### src/rtl/imul_div_seq_pkg.sv
// -----------------------------------------------------------------------------
// imul_div_seq_pkg
// Shared definitions for the sequential restoring divider:
//   - div_state_e  : controller state encodings (DIV_ST_IDLE, DIV_ST_RUN)
//   - div_cnt_w()  : iteration counter width, clog2(SIZE)+1
//   - DIV_DBZ_FILL : fill bit of the divide-by-zero quotient (all ones)
// -----------------------------------------------------------------------------
package imul_div_seq_pkg;

    typedef enum logic [0:0] {
        DIV_ST_IDLE = 1'b0,
        DIV_ST_RUN  = 1'b1
    } div_state_e;

    // Replicated SIZE times to form the all-ones divide-by-zero quotient.
    localparam logic DIV_DBZ_FILL = 1'b1;

    // One extra bit so the counter can represent SIZE itself.
    function automatic int div_cnt_w(input int size);
        return $clog2(size) + 1;
    endfunction

endpackage

### src/rtl/imul_div_seq_div_step.sv
// -----------------------------------------------------------------------------
// imul_div_seq_div_step
// One combinational radix-2 restoring division iteration.
// Parameter:
//   SIZE       operand width (>= 2)
// Ports:
//   rem_i      working partial remainder
//   quo_i      working quotient / remaining dividend bits
//   divisor_i  divisor magnitude
//   rem_o      next partial remainder
//   quo_o      next quotient (new quotient bit shifted in at LSB)
// -----------------------------------------------------------------------------
module imul_div_seq_div_step #(
    parameter int SIZE = 16
) (
    input  logic [SIZE-1:0] rem_i,
    input  logic [SIZE-1:0] quo_i,
    input  logic [SIZE-1:0] divisor_i,
    output logic [SIZE-1:0] rem_o,
    output logic [SIZE-1:0] quo_o
);

    logic [SIZE:0] shifted;
    logic [SIZE:0] trial;
    logic          neg;

    always_comb begin
        // {rem,quo} shifted left by one: next dividend bit enters the remainder.
        shifted = {rem_i, quo_i[SIZE-1]};
        // Subtraction as A + ~B + 1, one bit wider so the MSB is the sign.
        trial   = shifted + ~{1'b0, divisor_i} + (SIZE+1)'(1);
        neg     = trial[SIZE];
        rem_o   = neg ? shifted[SIZE-1:0] : trial[SIZE-1:0];
        quo_o   = {quo_i[SIZE-2:0], ~neg};
    end

endmodule

### src/rtl/imul_div_seq.sv
// -----------------------------------------------------------------------------
// imul_div_seq
// Sequential radix-2 restoring divider, one quotient bit per clock under a
// Start/Done handshake. Latency is SIZE cycles from accepted Start to Done;
// a zero divisor completes in one cycle with DivByZero set.
// Optional build macro: DIV_SIGNED_EN -- two's complement operands, result
// truncated toward zero (quotient sign = XOR of signs, remainder takes the
// dividend's sign). Undefined: unsigned operation.
// Parameter:
//   SIZE       operand / result width (>= 2)
// Ports:
//   Clock      rising-edge clock
//   Reset      asynchronous active-high reset
//   Start      request, sampled only while idle
//   Dividend   numerator, latched on accepted Start
//   Divisor    denominator, latched on accepted Start
//   Quotient   result, held until the next completion
//   Remainder  result, held until the next completion
//   Busy       high while an iteration sequence is running
//   Done       one-cycle completion pulse
//   DivByZero  divide-by-zero flag of the last completed operation
// -----------------------------------------------------------------------------
module imul_div_seq
    import imul_div_seq_pkg::*;
#(
    parameter int SIZE = 16
) (
    input  logic            Clock,
    input  logic            Reset,
    input  logic            Start,
    input  logic [SIZE-1:0] Dividend,
    input  logic [SIZE-1:0] Divisor,
    output logic [SIZE-1:0] Quotient,
    output logic [SIZE-1:0] Remainder,
    output logic            Busy,
    output logic            Done,
    output logic            DivByZero
);

    localparam int CNT_W = div_cnt_w(SIZE);

    // Control and output registers (reset)
    div_state_e        state_q, state_d;
    logic [CNT_W-1:0]  cnt_q, cnt_d;
    logic [SIZE-1:0]   quot_q, quot_d;
    logic [SIZE-1:0]   remo_q, remo_d;
    logic              done_q, done_d;
    logic              dbz_q, dbz_d;

    // Working datapath registers (no reset; loaded on accept)
    logic [SIZE-1:0]   wrem_q, wquo_q, wdvs_q;
`ifdef DIV_SIGNED_EN
    logic              sgnq_q, sgnr_q;
`endif

    logic              load;
    logic [SIZE-1:0]   rem_nxt, quo_nxt;

    // Operand magnitude; identity in the unsigned build.
    function automatic logic [SIZE-1:0] mag(input logic [SIZE-1:0] v);
`ifdef DIV_SIGNED_EN
        logic signed [SIZE-1:0] sv;
        sv = $signed(v);
        return (sv < 0) ? (~v + SIZE'(1)) : v;
`else
        return v;
`endif
    endfunction

    // Two's complement negation when s is set; the most-negative value wraps.
    function automatic logic [SIZE-1:0] neg_if(input logic [SIZE-1:0] v, input logic s);
        return s ? (~v + SIZE'(1)) : v;
    endfunction

    imul_div_seq_div_step #(.SIZE(SIZE)) u_step (
        .rem_i     (wrem_q),
        .quo_i     (wquo_q),
        .divisor_i (wdvs_q),
        .rem_o     (rem_nxt),
        .quo_o     (quo_nxt)
    );

    always_comb begin
        state_d = state_q;
        cnt_d   = cnt_q;
        quot_d  = quot_q;
        remo_d  = remo_q;
        done_d  = 1'b0;
        dbz_d   = dbz_q;
        load    = 1'b0;
        case (state_q)
            DIV_ST_IDLE: begin
                if (Start) begin
                    if (Divisor == '0) begin
                        quot_d = {SIZE{DIV_DBZ_FILL}};
                        remo_d = Dividend;
                        dbz_d  = 1'b1;
                        done_d = 1'b1;
                    end else begin
                        state_d = DIV_ST_RUN;
                        cnt_d   = '0;
                        load    = 1'b1;
                    end
                end
            end
            DIV_ST_RUN: begin
                cnt_d = cnt_q + CNT_W'(1);
                // Last step: the step result goes straight into the outputs.
                if (cnt_q == CNT_W'(SIZE-1)) begin
                    state_d = DIV_ST_IDLE;
`ifdef DIV_SIGNED_EN
                    quot_d  = neg_if(quo_nxt, sgnq_q);
                    remo_d  = neg_if(rem_nxt, sgnr_q);
`else
                    quot_d  = neg_if(quo_nxt, 1'b0);
                    remo_d  = neg_if(rem_nxt, 1'b0);
`endif
                    dbz_d   = 1'b0;
                    done_d  = 1'b1;
                end
            end
            default: state_d = DIV_ST_IDLE;
        endcase
    end

    // Control / output register stage
    always_ff @(posedge Clock or posedge Reset) begin
        if (Reset) begin
            state_q <= DIV_ST_IDLE;
            cnt_q   <= '0;
            quot_q  <= '0;
            remo_q  <= '0;
            done_q  <= 1'b0;
            dbz_q   <= 1'b0;
        end else begin
            state_q <= state_d;
            cnt_q   <= cnt_d;
            quot_q  <= quot_d;
            remo_q  <= remo_d;
            done_q  <= done_d;
            dbz_q   <= dbz_d;
        end
    end

    // Working register stage
    always_ff @(posedge Clock) begin
        if (load) begin
            wrem_q <= '0;
            wquo_q <= mag(Dividend);
            wdvs_q <= mag(Divisor);
`ifdef DIV_SIGNED_EN
            sgnq_q <= Dividend[SIZE-1] ^ Divisor[SIZE-1];
            sgnr_q <= Dividend[SIZE-1];
`endif
        end else if (state_q == DIV_ST_RUN) begin
            wrem_q <= rem_nxt;
            wquo_q <= quo_nxt;
        end
    end

    assign Quotient  = quot_q;
    assign Remainder = remo_q;
    assign Busy      = (state_q == DIV_ST_RUN);
    assign Done      = done_q;
    assign DivByZero = dbz_q;

endmodule

### config.mk
export PLATFORM = sky130hd
export DESIGN_NAME = imul_div_seq
export DESIGN_NICKNAME = d
export VERILOG_FILES = /design/src/rtl/imul_div_seq_pkg.sv /design/src/rtl/imul_div_seq_div_step.sv /design/src/rtl/imul_div_seq.sv
export SDC_FILE = /design/constraint.sdc
export NUM_CORES = 1
export LEC_CHECK = 0
export CAP_MARGIN = 0
export CELL_PAD_IN_SITES_DETAIL_PLACEMENT = 0
export CELL_PAD_IN_SITES_GLOBAL_PLACEMENT = 1
export CORE_UTILIZATION = 38
export DETAILED_ROUTE_END_ITERATION = 10
export PLACE_DENSITY_LB_ADDON = 0.3
export SLEW_MARGIN = 10
export SYNTH_ARGS = -nofsm -noshare
export SYNTH_HDL_FRONTEND = slang
export SYNTH_SLANG_ARGS = --single-unit
### constraint.sdc
create_clock -name Clock -period 3.8 [get_ports Clock]
set_input_delay 0.76 -clock Clock [delete_from_list [all_inputs] [get_ports Clock]]
set_output_delay 0.76 -clock Clock [all_outputs]
set_load 0.005 [all_outputs]
Word level (Yosys, flattened, before mapping)
Index checks and enable logic that the tools add are counted.
{ "word_totals": {"inputBits": 35, "ff_bits": 88, "out_inout_bits": 35, "elab_cells": 51} }
{ "classes": {"eq_ne": 5, "n_reduce_logical": 4, "n_bitwise": 3, "n_mux": 27, "addsub": 3} }
{ "ops": {"columns": ["operator", "n"], "rows": [
  ["$mux 16", 9],
  ["$pmux 16 s2", 2],
  ["$add 17x1->17 const B", 1],
  ["$add 17x17->17", 1],
  ["$not 16->17", 1],
  ["$logic_not 16->1", 1],
  ["$mux 1", 10],
  ["$mux 5", 2],
  ["$pmux 5 s2", 1],
  ["$ne 2x2->1 const B", 3],
  ["$pmux 1 s2", 3],
  ["$add 5x1->5 const B", 1],
  ["$eq 5x4->1 const B", 1],
  ["$reduce_and 3->1", 1],
  ["$ne 2x1->1 const B", 1],
  ["$not 1->1", 2],
  ["$reduce_and 2->1", 1],
  ["$reduce_bool 2->1", 1]
]} }

Logic depth before layout (Yosys ltp)
{ "depth": {"depth_word": 6, "mapped_depth": 11, "depth_no_buf": 9} }

Modules after synthesis
A second synthesis with hierarchy kept.
{ "hier_totals": {"cells_unflattened": 407, "hier_area_um2": 4654.5} }
{ "by_module_without_submodules": {"columns": ["mod", "cells_each", "n_inst", "area_each_um2", "seq_area_each_um2"], "rows": [
  ["imul_div_seq", 264, 1, 3532.1, 2282.2],
  ["imul_div_seq_div_step", 143, 1, 1122.3, 0.0]
]} }

Worst setup path before layout
Ideal clock, no wire load.
{ "synth_path": {"path_kind": "register to register", "start": "register wdvs_q[0]", "end": "register remo_q[2], in the netlist Remainder[2]", "period_less_slack_ns": 2.531, "setup_slack_ns": 1.269, "n_path_buf": 2, "required_time_ns": 3.658, "setup_ns": 0.142, "arrival_ns": 2.388, "stages_incl_launch_ff": 11, "path_cell_list": "edfxtp_1 -> ha_1 -> fa_1 -> nand2b_1 -> a21o_1 -> a211oi_2 -> a211o_1 -> buf_6 -> buf_6 -> mux2i_1 -> o221ai_1"} }
{ "synth_via": {"elab_chain_len": 6} }
{ "synth_rtl": {"columns": ["element", "line_no", "text"], "rows": [
  ["start, declared", "imul_div_seq.sv:51", "logic [SIZE-1:0] wrem_q, wquo_q, wdvs_q;"],
  ["start signal, assigned", "imul_div_seq.sv:150", "wdvs_q <= mag(Divisor);"],
  ["$not 16->17", "imul_div_seq_div_step.sv:31", "trial = shifted + ~{1'b0, divisor_i} + (SIZE+1)'(1);"],
  ["$add 17x17->17", "imul_div_seq_div_step.sv:31", null],
  ["$add 17x1->17", "imul_div_seq_div_step.sv:31", null],
  ["$mux 16", "imul_div_seq_div_step.sv:33", "rem_o = neg ? shifted[SIZE-1:0] : trial[SIZE-1:0];"],
  ["$mux 16", "imul_div_seq.sv:109", "if (cnt_q == CNT_W'(SIZE-1)) begin"],
  ["$pmux 16 s2", "imul_div_seq.sv:91", "case (state_q)"],
  ["end signal, assigned", "imul_div_seq.sv:139", "remo_q <= remo_d;"],
  ["end, declared", "imul_div_seq.sv:46", "logic [SIZE-1:0] remo_q, remo_d;"]
]} }
No other way between the ends. The select of a mux whose other input is x is not followed.
A chain may end at the register's enable or synchronous reset.

Final worst setup path
{ "layout_path": {"start": "register wdvs_q[0]", "end": "register remo_q[5], in the netlist Remainder[5]"} }
Same word-level chain as after synthesis.

==> results_dict.tcl <==
set metrics [dict create \
    outcome "completed" \
    synth_cells 502 \
    yosys_warnings 0 \
    fill_cells 1133 \
    synth_top_flop_cell "dfrtp_1" \
    htree_levels 3 \
    cts_tree "built" \
    synth.top_cell.area_share_pct 21.53 \
    post_cts_buffers 0 \
    cts_root_buffer "clkbuf_16" \
    start_util_pct 38.86 \
    cts_inserted_buffers 9 \
    finClkSkew_ns 0.007687 \
    cap_violations 0 \
    portBuffers 69 \
    syn_avg_cell_area_um2 9.259 \
    grt.total_usage_pct 20.22 \
    fp.coreArea_um2 11960 \
    setup-violations-final 0 \
    slew_viol_final 0 \
    period_minus_slack_ns 3.113 \
    io_pins 70 \
    rows 40 \
    grt-ovfl-total 0 \
    synth-seq-cells 88 \
    drtIter0Drc 171 \
    die_area_um2 12680 \
    grt_max_degree 49 \
    synth_enable_flop_cells 32 \
    final_cell_mix "nand2_1, clkdlybuf4s50_1, nor2_1" \
    fin_ws_ns 0.6868 \
    drc 0 \
    max_slew.worst_pin.slew_ns 0.8656 \
    slew_headroom_pct 42.30 \
    cts_resized 0 \
    fp.dieW_um 112.6 \
    timing.fmax_mhz 321.2 \
    rsz0062_at_grt "false" \
    end_kind "register" \
    final_common_cell "nand2_1" \
    finalNetCount 618 \
    final_layout_size_suffix_gt1_share_pct 5.975 \
    cp.arrival_ns 3.32 \
    critPathLaunchType "register" \
    first_global_vias 3769 \
    ir_worst_vdd_mv 0.3250 \
    criticalPathCategory "register to register" \
    first_pass_iters 5 \
    dp_hpwl_um 8516 \
    synthesis.nets 556 \
    hold_violations 0 \
    synth_top_cells_by_area "dfrtp_1, edfxtp_1, nand2_1" \
    synth_seq_area_share_pct 49.10 \
    antennaDiodeCount 0 \
    fin_setup_tns_ns 0 \
    yosysTopAreaCell "dfrtp_1" \
    clockBufferDepth 2 \
    ant_nets 0 \
    syn_area_um2 4648 \
    gp_congestion 0.8590 \
    vias 3883 \
    synth_async_sr_flop_share_pct 45.45 \
    p_leak_nw 2.423 \
    wl_um 11910 \
    grt_pass1_wl_um 19820 \
    clkTransAtPathRegs_ns 0.06 \
    areaGrowthSynthToFinish_pct 23.93 \
    powerDensity_nw_per_um2 888.1 \
    antenna_found_initial 0 \
    min_path_type "register to register" \
    cts_hold_buf 0 \
    min_period_over_period_pct 81.93 \
    yosys.cell_types.count 50 \
    viasPerCell 5.423 \
    preCtsSetupSlack_ns 0.3654 \
    clk_latency_ns 0.35 \
    cts.sinks 88 \
    path_max_fanout 14 \
    wire_per_inst_um 16.63 \
    required_ns 4.01 \
    die_h_um 112.6 \
]
[flip-flops by register name, indices dropped and copies added, names as in the netlist]
register	count
DivByZero	1
Done	1
wdvs_q	16
cnt_q	5
Remainder	16
Busy	1
wquo_q	16
wrem_q	16
Quotient	16
[worst paths after layout]
| path | startpoint | end | slack [ns] | cells after the start |
|---|---|---|---|---|
| min reg2reg | wquo_q[14]$_DFFE_PP_ | Quotient[15]$_DFFE_PP0P_ | 0.49 | 2 |
| min in group asynchronous | Reset | Remainder[11]$_DFFE_PP0P_ | 0.86 | 3 |
| max in group asynchronous | Reset | Remainder[0]$_DFFE_PP0P_ | 2.58 | 3 |
| min | wquo_q[14]$_DFFE_PP_ | Quotient[15]$_DFFE_PP0P_ | 0.49 | 2 |
| max | wdvs_q[0]$_DFFE_PP_ | Remainder[5]$_DFFE_PP0P_ | 0.69 | 8 |
| max reg2reg | wdvs_q[0]$_DFFE_PP_ | Remainder[5]$_DFFE_PP0P_ | 0.69 | 8 |
[cell type report]
cell class	count	area [um^2]	area share, %
repair buffers	78	758.2	13.16
multi-input cells	359	2141	37.16
flip-flops and latches	88	2282	39.62
clock buffers	10	229.0	3.975
clock inverters	6	61.31	1.064
well taps	147	183.9	3.193
inverters	28	105.1	1.825
[power breakdown]
group	switching [mW]	total, mW	internal [mW]	leakage [nW]
combinational	1.32	2.50	1.18	1.38
sequential	0.294	1.73	1.44	0.902
clock	0.377	0.884	0.507	0.142
[per-layer routing]
layer	GRT usage (%)	wire length, um
met3	3.834	530
met4	7.022	176
met2	30.99	5410
met5	0	0
met1	28.58	5791
[synth_stat cells, types with 2 or more instances]
master     count
dfrtp_1       40
o21ai_1        2
buf_2          5
o21a_1         2
mux2i_1        8
mux2_2         3
and3_1         6
buf_6          2
nand4_1        4
nor3_1        14
and2_1         4
a21o_1        10
a211o_1        2
o22ai_1        9
nand2b_1       7
edfxtp_1      32
a2111oi_0      4
a211oi_1       5
o211ai_1       7
inv_1         28
buf_1          2
and4_1         5
or3_1          4
a211oi_2       2
o21ai_0       26
clkbuf_1      18
xnor2_1        4
nand2_1       95
nand3_1        7
dfxtp_1       16
nor2_1        42
a21oi_1       28
a31oi_1        6
a22o_1         2
ha_1          18
nor4_1         4
xor2_1         3
o221ai_1      14
[per-stage QoR]
stage               util, %  instance area, um^2  power (mW)  hold slack [ns]  cells
floorplan                 -                 4648       3.348           0.4406    502
global placement      45.73                 5470       4.186           0.4654    700
detailed placement    45.73                 5470       4.217           0.4808    700
CTS                   48.16                 5761       5.131           0.4896    716
global route          48.16                 5761       5.511           0.5086    716
finish                48.16                 5761       5.116           0.4890    716
[worst max-delay path, stage by stage, from the launching register on]
cell and delay, ns:
edfxtp_1 0.41, ha_1 0.25, fa_1 0.39, nand2b_1 0.18, a21o_1 0.25, a211oi_2 0.40
a211o_1 0.58, mux2i_1 0.36, o221ai_1 0.14
[kinds of logic after synthesis]
kind of cell | share of synthesized area, %
AO/OA/AOI/OAI | 17.87
XOR/XNOR | 1.319
adder cells (fa/ha/maj) | 5.276
buffers and inverters | 4.899
flip-flops | 49.10
multiplexers | 2.450
AND/OR/NAND/NOR | 19.08
Power figures use the tool's default switching activity.
